<file path="config.mk">
export PLATFORM = sky130hd
export DESIGN_NAME = ps2_key_controller
export DESIGN_NICKNAME = d
export VERILOG_FILES = /design/src/rtl/ps2_key_controller.sv
export SDC_FILE = /design/constraint.sdc
export NUM_CORES = 1
export LEC_CHECK = 0
export BUFFER_PORTS_ARGS = -buffer_cell sky130_fd_sc_hd__buf_4
export CORE_UTILIZATION = 45
export CTS_BUF_LIST = sky130_fd_sc_hd__clkbuf_16
export CTS_CLUSTER_SIZE = 14
export DETAILED_ROUTE_END_ITERATION = 16
export SLEW_MARGIN = 20
export SYNTH_ARGS = -nofsm -noshare
export SYNTH_HDL_FRONTEND = slang
export SYNTH_SLANG_ARGS = --single-unit
export TNS_END_PERCENT = 30
</file>
<file path="constraint.sdc">
create_clock -name CLOCK_50 -period 3.1 [get_ports CLOCK_50]
set_clock_uncertainty 0.1 [all_clocks]
set_input_delay 0.155 -clock CLOCK_50 [delete_from_list [all_inputs] [get_ports CLOCK_50]]
set_output_delay 0.155 -clock CLOCK_50 [all_outputs]
set_load 0.005 [all_outputs]
</file>
<file path="src/rtl/ps2_key_controller.sv">
`default_nettype none
// ============================================================================
//  Module   : ps2_key_controller
//  Purpose  : System-clocked PS/2 keyboard receiver for the game input path.
//             Synchronises and filters PS2_CLK/PS2_DAT, receives 11-bit frames
//             (start, 8 data LSB first, odd parity, stop) with error and
//             timeout recovery, tracks make/break state of A, D and Enter and
//             arbitrates left/right movement.
//  Ports    : CLOCK_50    in   system clock (rising edge)
//             resetn      in   asynchronous active-low reset
//             PS2_CLK     in   raw PS/2 clock
//             PS2_DAT     in   raw PS/2 data
//             code        out  [7:0] last good received byte
//             code_valid  out  1-cycle pulse, good frame received
//             frame_err   out  1-cycle pulse, parity/stop/timeout error
//             A, D, Enter out  key held flags (1C, 23, 5A)
//             move        out  [1:0] 00 none, 10 left (A), 01 right (D)
//             start_pulse out  1-cycle pulse on fresh Enter make
//             signal      out  [2:0] last make: 100 A, 001 D, 111 Enter, 000 other
//  Revision : 1.0  initial release
// ============================================================================
module ps2_key_controller #(
  parameter int SYNC_STAGES = 2,
  parameter int FILTER_LEN  = 8,
  parameter int TIMEOUT_CYC = 100000
) (
  input  logic       CLOCK_50,
  input  logic       resetn,
  input  logic       PS2_CLK,
  input  logic       PS2_DAT,
  output logic [7:0] code,
  output logic       code_valid,
  output logic       frame_err,
  output logic       A,
  output logic       D,
  output logic       Enter,
  output logic [1:0] move,
  output logic       start_pulse,
  output logic [2:0] signal
);

  localparam int c_FCNT_W = (FILTER_LEN > 1) ? $clog2(FILTER_LEN) : 1;
  localparam int c_TO_W   = (TIMEOUT_CYC > 1) ? $clog2(TIMEOUT_CYC) : 1;
  localparam logic [c_FCNT_W-1:0] c_FCNT_MAX = c_FCNT_W'(FILTER_LEN - 1);
  localparam logic [c_TO_W-1:0]   c_TO_MAX   = c_TO_W'(TIMEOUT_CYC - 1);

  localparam logic [1:0] c_IDLE   = 2'd0;
  localparam logic [1:0] c_DATA   = 2'd1;
  localparam logic [1:0] c_PARITY = 2'd2;
  localparam logic [1:0] c_STOP   = 2'd3;

  localparam logic [7:0] c_KEY_A     = 8'h1C;
  localparam logic [7:0] c_KEY_D     = 8'h23;
  localparam logic [7:0] c_KEY_ENTER = 8'h5A;
  localparam logic [7:0] c_PFX_BRK   = 8'hF0;
  localparam logic [7:0] c_PFX_EXT   = 8'hE0;

  // --------------------------------------------------------------------------
  // Input synchronisers. Reset to 1 so an idle bus does not look like a
  // falling edge right after reset release.
  // --------------------------------------------------------------------------
  logic [SYNC_STAGES-1:0] r_clk_sync;
  logic [SYNC_STAGES-1:0] r_dat_sync;
  logic                   w_clk_s;
  logic                   w_dat_s;

  always_ff @(posedge CLOCK_50 or negedge resetn) begin
    if (!resetn) begin
      r_clk_sync <= '1;
      r_dat_sync <= '1;
    end else begin
      r_clk_sync <= {r_clk_sync[SYNC_STAGES-2:0], PS2_CLK};
      r_dat_sync <= {r_dat_sync[SYNC_STAGES-2:0], PS2_DAT};
    end
  end

  assign w_clk_s = r_clk_sync[SYNC_STAGES-1];
  assign w_dat_s = r_dat_sync[SYNC_STAGES-1];

  // --------------------------------------------------------------------------
  // Clock filter: the counter tracks how long the synced clock has disagreed
  // with the filtered value; the filtered clock follows only once FILTER_LEN
  // consecutive disagreeing samples have been seen.
  // --------------------------------------------------------------------------
  logic                r_filt_clk;
  logic [c_FCNT_W-1:0] r_filt_cnt;
  logic                w_flip;
  logic                w_fall;

  assign w_flip = (w_clk_s != r_filt_clk) && (r_filt_cnt == c_FCNT_MAX);
  assign w_fall = w_flip && r_filt_clk;

  always_ff @(posedge CLOCK_50 or negedge resetn) begin
    if (!resetn) begin
      r_filt_clk <= 1'b1;
      r_filt_cnt <= '0;
    end else if (w_clk_s == r_filt_clk) begin
      r_filt_cnt <= '0;
    end else if (w_flip) begin
      r_filt_clk <= w_clk_s;
      r_filt_cnt <= '0;
    end else begin
      r_filt_cnt <= r_filt_cnt + c_FCNT_W'(1);
    end
  end

  // --------------------------------------------------------------------------
  // Frame receiver
  // --------------------------------------------------------------------------
  logic [1:0]        r_state;
  logic [2:0]        r_bit_cnt;
  logic [7:0]        r_shift;
  logic              r_par_ok;
  logic [c_TO_W-1:0] r_to_cnt;
  logic [7:0]        r_code;
  logic              r_code_valid;
  logic              r_frame_err;

  always_ff @(posedge CLOCK_50 or negedge resetn) begin
    if (!resetn) begin
      r_state      <= c_IDLE;
      r_bit_cnt    <= '0;
      r_shift      <= '0;
      r_par_ok     <= 1'b0;
      r_to_cnt     <= '0;
      r_code       <= '0;
      r_code_valid <= 1'b0;
      r_frame_err  <= 1'b0;
    end else begin
      r_code_valid <= 1'b0;
      r_frame_err  <= 1'b0;
      if (r_state == c_IDLE) begin
        r_to_cnt <= '0;
        // A high sample here is a glitch, not a start bit.
        if (w_fall && !w_dat_s) begin
          r_state   <= c_DATA;
          r_bit_cnt <= '0;
        end
      end else if (w_fall) begin
        r_to_cnt <= '0;
        case (r_state)
          c_DATA: begin
            r_shift   <= {w_dat_s, r_shift[7:1]};
            r_bit_cnt <= r_bit_cnt + 3'd1;
            if (r_bit_cnt == 3'd7) begin
              r_state <= c_PARITY;
            end
          end
          c_PARITY: begin
            // Odd parity: ones across data and parity bit must be odd.
            r_par_ok <= (^r_shift) ^ w_dat_s;
            r_state  <= c_STOP;
          end
          default: begin
            if (w_dat_s && r_par_ok) begin
              r_code       <= r_shift;
              r_code_valid <= 1'b1;
            end else begin
              r_frame_err  <= 1'b1;
            end
            r_state <= c_IDLE;
          end
        endcase
      end else if (r_to_cnt == c_TO_MAX) begin
        r_frame_err <= 1'b1;
        r_to_cnt    <= '0;
        r_state     <= c_IDLE;
      end else begin
        r_to_cnt <= r_to_cnt + c_TO_W'(1);
      end
    end
  end

  // --------------------------------------------------------------------------
  // Prefix tracking and key decode, one cycle after code_valid.
  // r_last_d records which key won the most recent fresh make (1 = D), used
  // only while both movement keys are held.
  // --------------------------------------------------------------------------
  logic       r_brk;
  logic       r_ext;
  logic       r_key_a;
  logic       r_key_d;
  logic       r_key_enter;
  logic       r_last_d;
  logic [2:0] r_signal;
  logic       r_start;

  always_ff @(posedge CLOCK_50 or negedge resetn) begin
    if (!resetn) begin
      r_brk       <= 1'b0;
      r_ext       <= 1'b0;
      r_key_a     <= 1'b0;
      r_key_d     <= 1'b0;
      r_key_enter <= 1'b0;
      r_last_d    <= 1'b0;
      r_signal    <= 3'b000;
      r_start     <= 1'b0;
    end else begin
      r_start <= 1'b0;
      if (r_frame_err) begin
        r_brk <= 1'b0;
        r_ext <= 1'b0;
      end else if (r_code_valid) begin
        if (r_code == c_PFX_BRK) begin
          r_brk <= 1'b1;
        end else if (r_code == c_PFX_EXT) begin
          r_ext <= 1'b1;
        end else begin
          r_brk <= 1'b0;
          r_ext <= 1'b0;
          if (!r_ext && !r_brk) begin
            case (r_code)
              c_KEY_A: begin
                r_key_a  <= 1'b1;
                r_signal <= 3'b100;
                // Typematic repeat of a held key keeps the current winner.
                if (!r_key_a) r_last_d <= 1'b0;
              end
              c_KEY_D: begin
                r_key_d  <= 1'b1;
                r_signal <= 3'b001;
                if (!r_key_d) r_last_d <= 1'b1;
              end
              c_KEY_ENTER: begin
                r_key_enter <= 1'b1;
                r_signal    <= 3'b111;
                if (!r_key_enter) r_start <= 1'b1;
              end
              default: r_signal <= 3'b000;
            endcase
          end else if (!r_ext) begin
            case (r_code)
              c_KEY_A:     r_key_a     <= 1'b0;
              c_KEY_D:     r_key_d     <= 1'b0;
              c_KEY_ENTER: r_key_enter <= 1'b0;
              default:     ;
            endcase
          end
        end
      end
    end
  end

  // Releasing the winner hands control to the other key automatically.
  logic [1:0] w_move;
  always_comb begin
    w_move = 2'b00;
    if (r_key_a && r_key_d) begin
      w_move = r_last_d ? 2'b01 : 2'b10;
    end else if (r_key_a) begin
      w_move = 2'b10;
    end else if (r_key_d) begin
      w_move = 2'b01;
    end
  end

  assign code        = r_code;
  assign code_valid  = r_code_valid;
  assign frame_err   = r_frame_err;
  assign A           = r_key_a;
  assign D           = r_key_d;
  assign Enter       = r_key_enter;
  assign move        = w_move;
  assign start_pulse = r_start;
  assign signal      = r_signal;

endmodule
`default_nettype wire

</file>
==> results.toml <==
[floorplanning]
die_w_microns = 81.0
rows = 28
ios = 23
fp.dieArea_sq_um = 6570
start_util_pct = 47.2
die_h_microns = 81.0
core_sq_um = 5960

[critical_path]
crit_type = "flip-flop to flip-flop"
slowest_stage = "or2_1"
startpoint = "r_filt_cnt[0]"
crit_path_start_kind = "flip-flop"
cp-end-kind = "flip-flop"
critPathMostFrequentCell = "ha_1"
critPathArrivalTime_ps = 2260
rr_worst_depth = 6
r2r_start = "r_filt_cnt[0]"
slowest_delay_ps = 470
reg2reg_to = "r_state[0]"
critPathMaxFanout = 18
required_ps = 3230
cp_cell_sequence = "ha_1 > ha_1 > nand3b_1 > nand2b_1 > or2_1 > a32oi_1"
ff2ff_setup_slack_ps = 970

[min_path]
holdPathStages = 0
hold_path.class = "flip-flop to flip-flop"
min-delay-start = "r_clk_sync[0]"
min_to = "r_clk_sync[1]"

[synth]
synth_area_leaders = "dfrtp_1, mux2_2, dfstp_2, xor2_1, ha_1"
synth_top_area_share_pct = 48.1
ys_seq_area_share_pct = 52.8
synth_top_family_by_area = "simple AND/OR/NAND/NOR gates"
syn_inst = 244
synth_top_flop_cell = "dfrtp_1"
yosysTopAreaCell = "dfrtp_1"
yosys_warnings = 0
synth_nets = 257
synth.mux.area_fraction_pct = 7.52
synth_area_sq_um = 2810
synth-xor-area-share_pct = 7.03
synthAdderAreaFrac_pct = 4.01
syn_avg_cell_area_sq_um = 11.5
ys_async_sr_fraction_pct = 100
synth-simple-area-share_pct = 18.3
synth-compound-area-share_pct = 7.44
synth_cell_types = 46
synth_edf_count = 0
synth_seq_cells = 59

[timing]
timing_hold_violations_final = 0
rsz0062_at_grt = "false"
setup_viol = 0
max_freq_ghz = 0.470
drv_slew = 0
min_period_ps = 2130
final.setup.tns_ps = 0
slew_headroom_pct = 51.4
fin_crit_sh_pct = 68.6
worst_slew_pin_slew_ps = 729

[drt]
drtAntennaViolNets = 0
vias = 1879
drt_iter0_drc = 103
avgViaCountPerCell = 5.34
avgRoutedWirePerCell_microns = 14.5
drt_wl_total_mm = 5.09
drc = 0
firstDrtPassIters = 4

[global_routing]
grt.met1_usage_pct = 22.8
track_usage_pct = 18.0
grt_first_pass_wirelength_mm = 8.78
grt_pass1_vias = 1855
overflow = 0
globalRouteMet3Util_pct = 5.73
grt_max_degree = 60
grtUsageMet2_pct = 28.6
busiest_layer = "met2"
antenna_found_initial = 0

[place]
gp_congestion = 0.793
io_buffers = 22
dp_hpwl_mm = 3.36
placed_cells = 333

[power_and_ir_drop]
power_leakage_nw = 1.55
p_per_area_nw_per_um2 = 610
ir_worst_vdd_uv = 371

[cts]
htree_levels = 3
post_cts_buffers = 0
ctsRootBufferMaster = "clkbuf_16"
ctsHoldBuffers = 3
clkLatencyLatePin_ps = 320
cts.sinks = 59
cts_buffer_depth = 2
cts_buffers = 9
cts_tree = "built"
cts_resized = 0
clk_pin_slew_ps = 50

[layout]
nNetsFinal = 285
area_delta_synth_final_pct = 18.4
drive_gt1_share_pct = 23.5
antenna_cells = 0
final_cells = 352
n_fill_cell = 521

[status]
status = "finished, final reports clean"

[job]
timing.max_cap.violations = 0
[layout make-up]
type	instances	area [sq um]	area share [%]
Clock buffer	9	225	6.77
Clock inverter	7	58.8	1.77
Inverter	7	26.3	0.789
Multi-Input combinational cell	170	1250	37.4
Sequential cell	59	1480	44.5
Tap cell	75	93.8	2.82
Timing Repair Buffer	25	195	5.86
[metal layers]
layer / routed length, microns / vias up
met1: 2530 / 918
met2: 2320 / 35
met5: 0 / -
met4: 26 / 0
met3: 214 / 2
li1: - / 924
[layout by cell type (no fill, tap or decap), types with 4 or more instances in the layout]
master,instances
buf_4,22
a21oi_1,8
nor2_1,20
nor2b_1,4
mux2_2,17
ha_1,9
xor2_1,13
nand2_1,14
nand3_1,7
clkbuf_16,9
dfstp_2,5
xnor2_1,7
o21ai_0,11
dfrtp_1,54
a31oi_1,4
nand4_1,6
inv_1,7
[how the worst max path moves through the flow]
stage,endpoint,cells after the start
2_1_floorplan,r_shift[0],6
3_3_place_gp,r_state[0],6
3_5_place_dp,r_state[0],6
4_1_cts,r_state[0],6
5_1_grt,r_state[0],6
6_report,r_state[0],6
[state kept, by name, summed over array words and instances (netlist names), 2 cells and up]
| register | flops |
|---|---|
| r_dat_sync | 2 |
| r_to_cnt | 17 |
| code | 8 |
| r_shift | 8 |
| r_filt_cnt | 3 |
| r_state | 2 |
| r_bit_cnt | 3 |
| signal | 3 |
| r_clk_sync | 2 |
[logic make-up (layout without fill, tap and decap cells)]
family                     count (synthesis)  after routing
AOI/OAI and AO/OA                         34             34
xor gates and xnor gates                  21             21
adders and majority gates                  9              9
buffers and inverters                     15             48
DFF                                       59             59
muxes                                     19             19
and+or+nand+nor                           87             87
[synth_stat cells (3+ instances only)]
| master | instances |
|---|---|
| dfrtp_1 | 54 |
| nor2_1 | 20 |
| mux2_2 | 17 |
| nand2_1 | 14 |
| xor2_1 | 13 |
| o21ai_0 | 11 |
| ha_1 | 9 |
| a21oi_1 | 8 |
| inv_1 | 7 |
| nand3_1 | 7 |
| xnor2_1 | 7 |
| nand4_1 | 6 |
| dfstp_2 | 5 |
| a31oi_1 | 4 |
| nor2b_1 | 4 |
| a211oi_1 | 3 |
| and4_1 | 3 |
| buf_6 | 3 |
| clkbuf_1 | 3 |
| nand2b_1 | 3 |
| nand4b_1 | 3 |
| nor3b_1 | 3 |
| nor4bb_1 | 3 |
[worst max-delay path, delay by kind of cell, from the launching register on]
family,cells,cell delay (ps)
and+or+nand+nor,3,830
adders and majority gates,2,450
DFF,1,380
AOI/OAI and AO/OA,1,290
[through the flow]
| stage | total power, mW | hold slack, ps | util [%] | setup slack [ps] | cell area (sq um) |
|---|---|---|---|---|---|
| final | 2.03 | 252 | 55.9 | 974 | 3330 |
| after global routing | 2.14 | 256 | 55.9 | 761 | 3330 |
| after CTS | 2.06 | 255 | 55.9 | 948 | 3330 |
| after detailed placement | 1.10 | 164 | 50.6 | 966 | 3010 |
| after global placement | 1.10 | 163 | 50.6 | 1060 | 3010 |
| after floorplan | 1.07 | -241 | - | 1210 | 2810 |
[report_power, final]
| group | internal (mW) | switching, mW |
|---|---|---|
| clock | 0.609 | 0.329 |
| combinational | 0.0863 | 0.144 |
| sequential | 0.826 | 0.0371 |
Power figures use the tool's default switching activity.
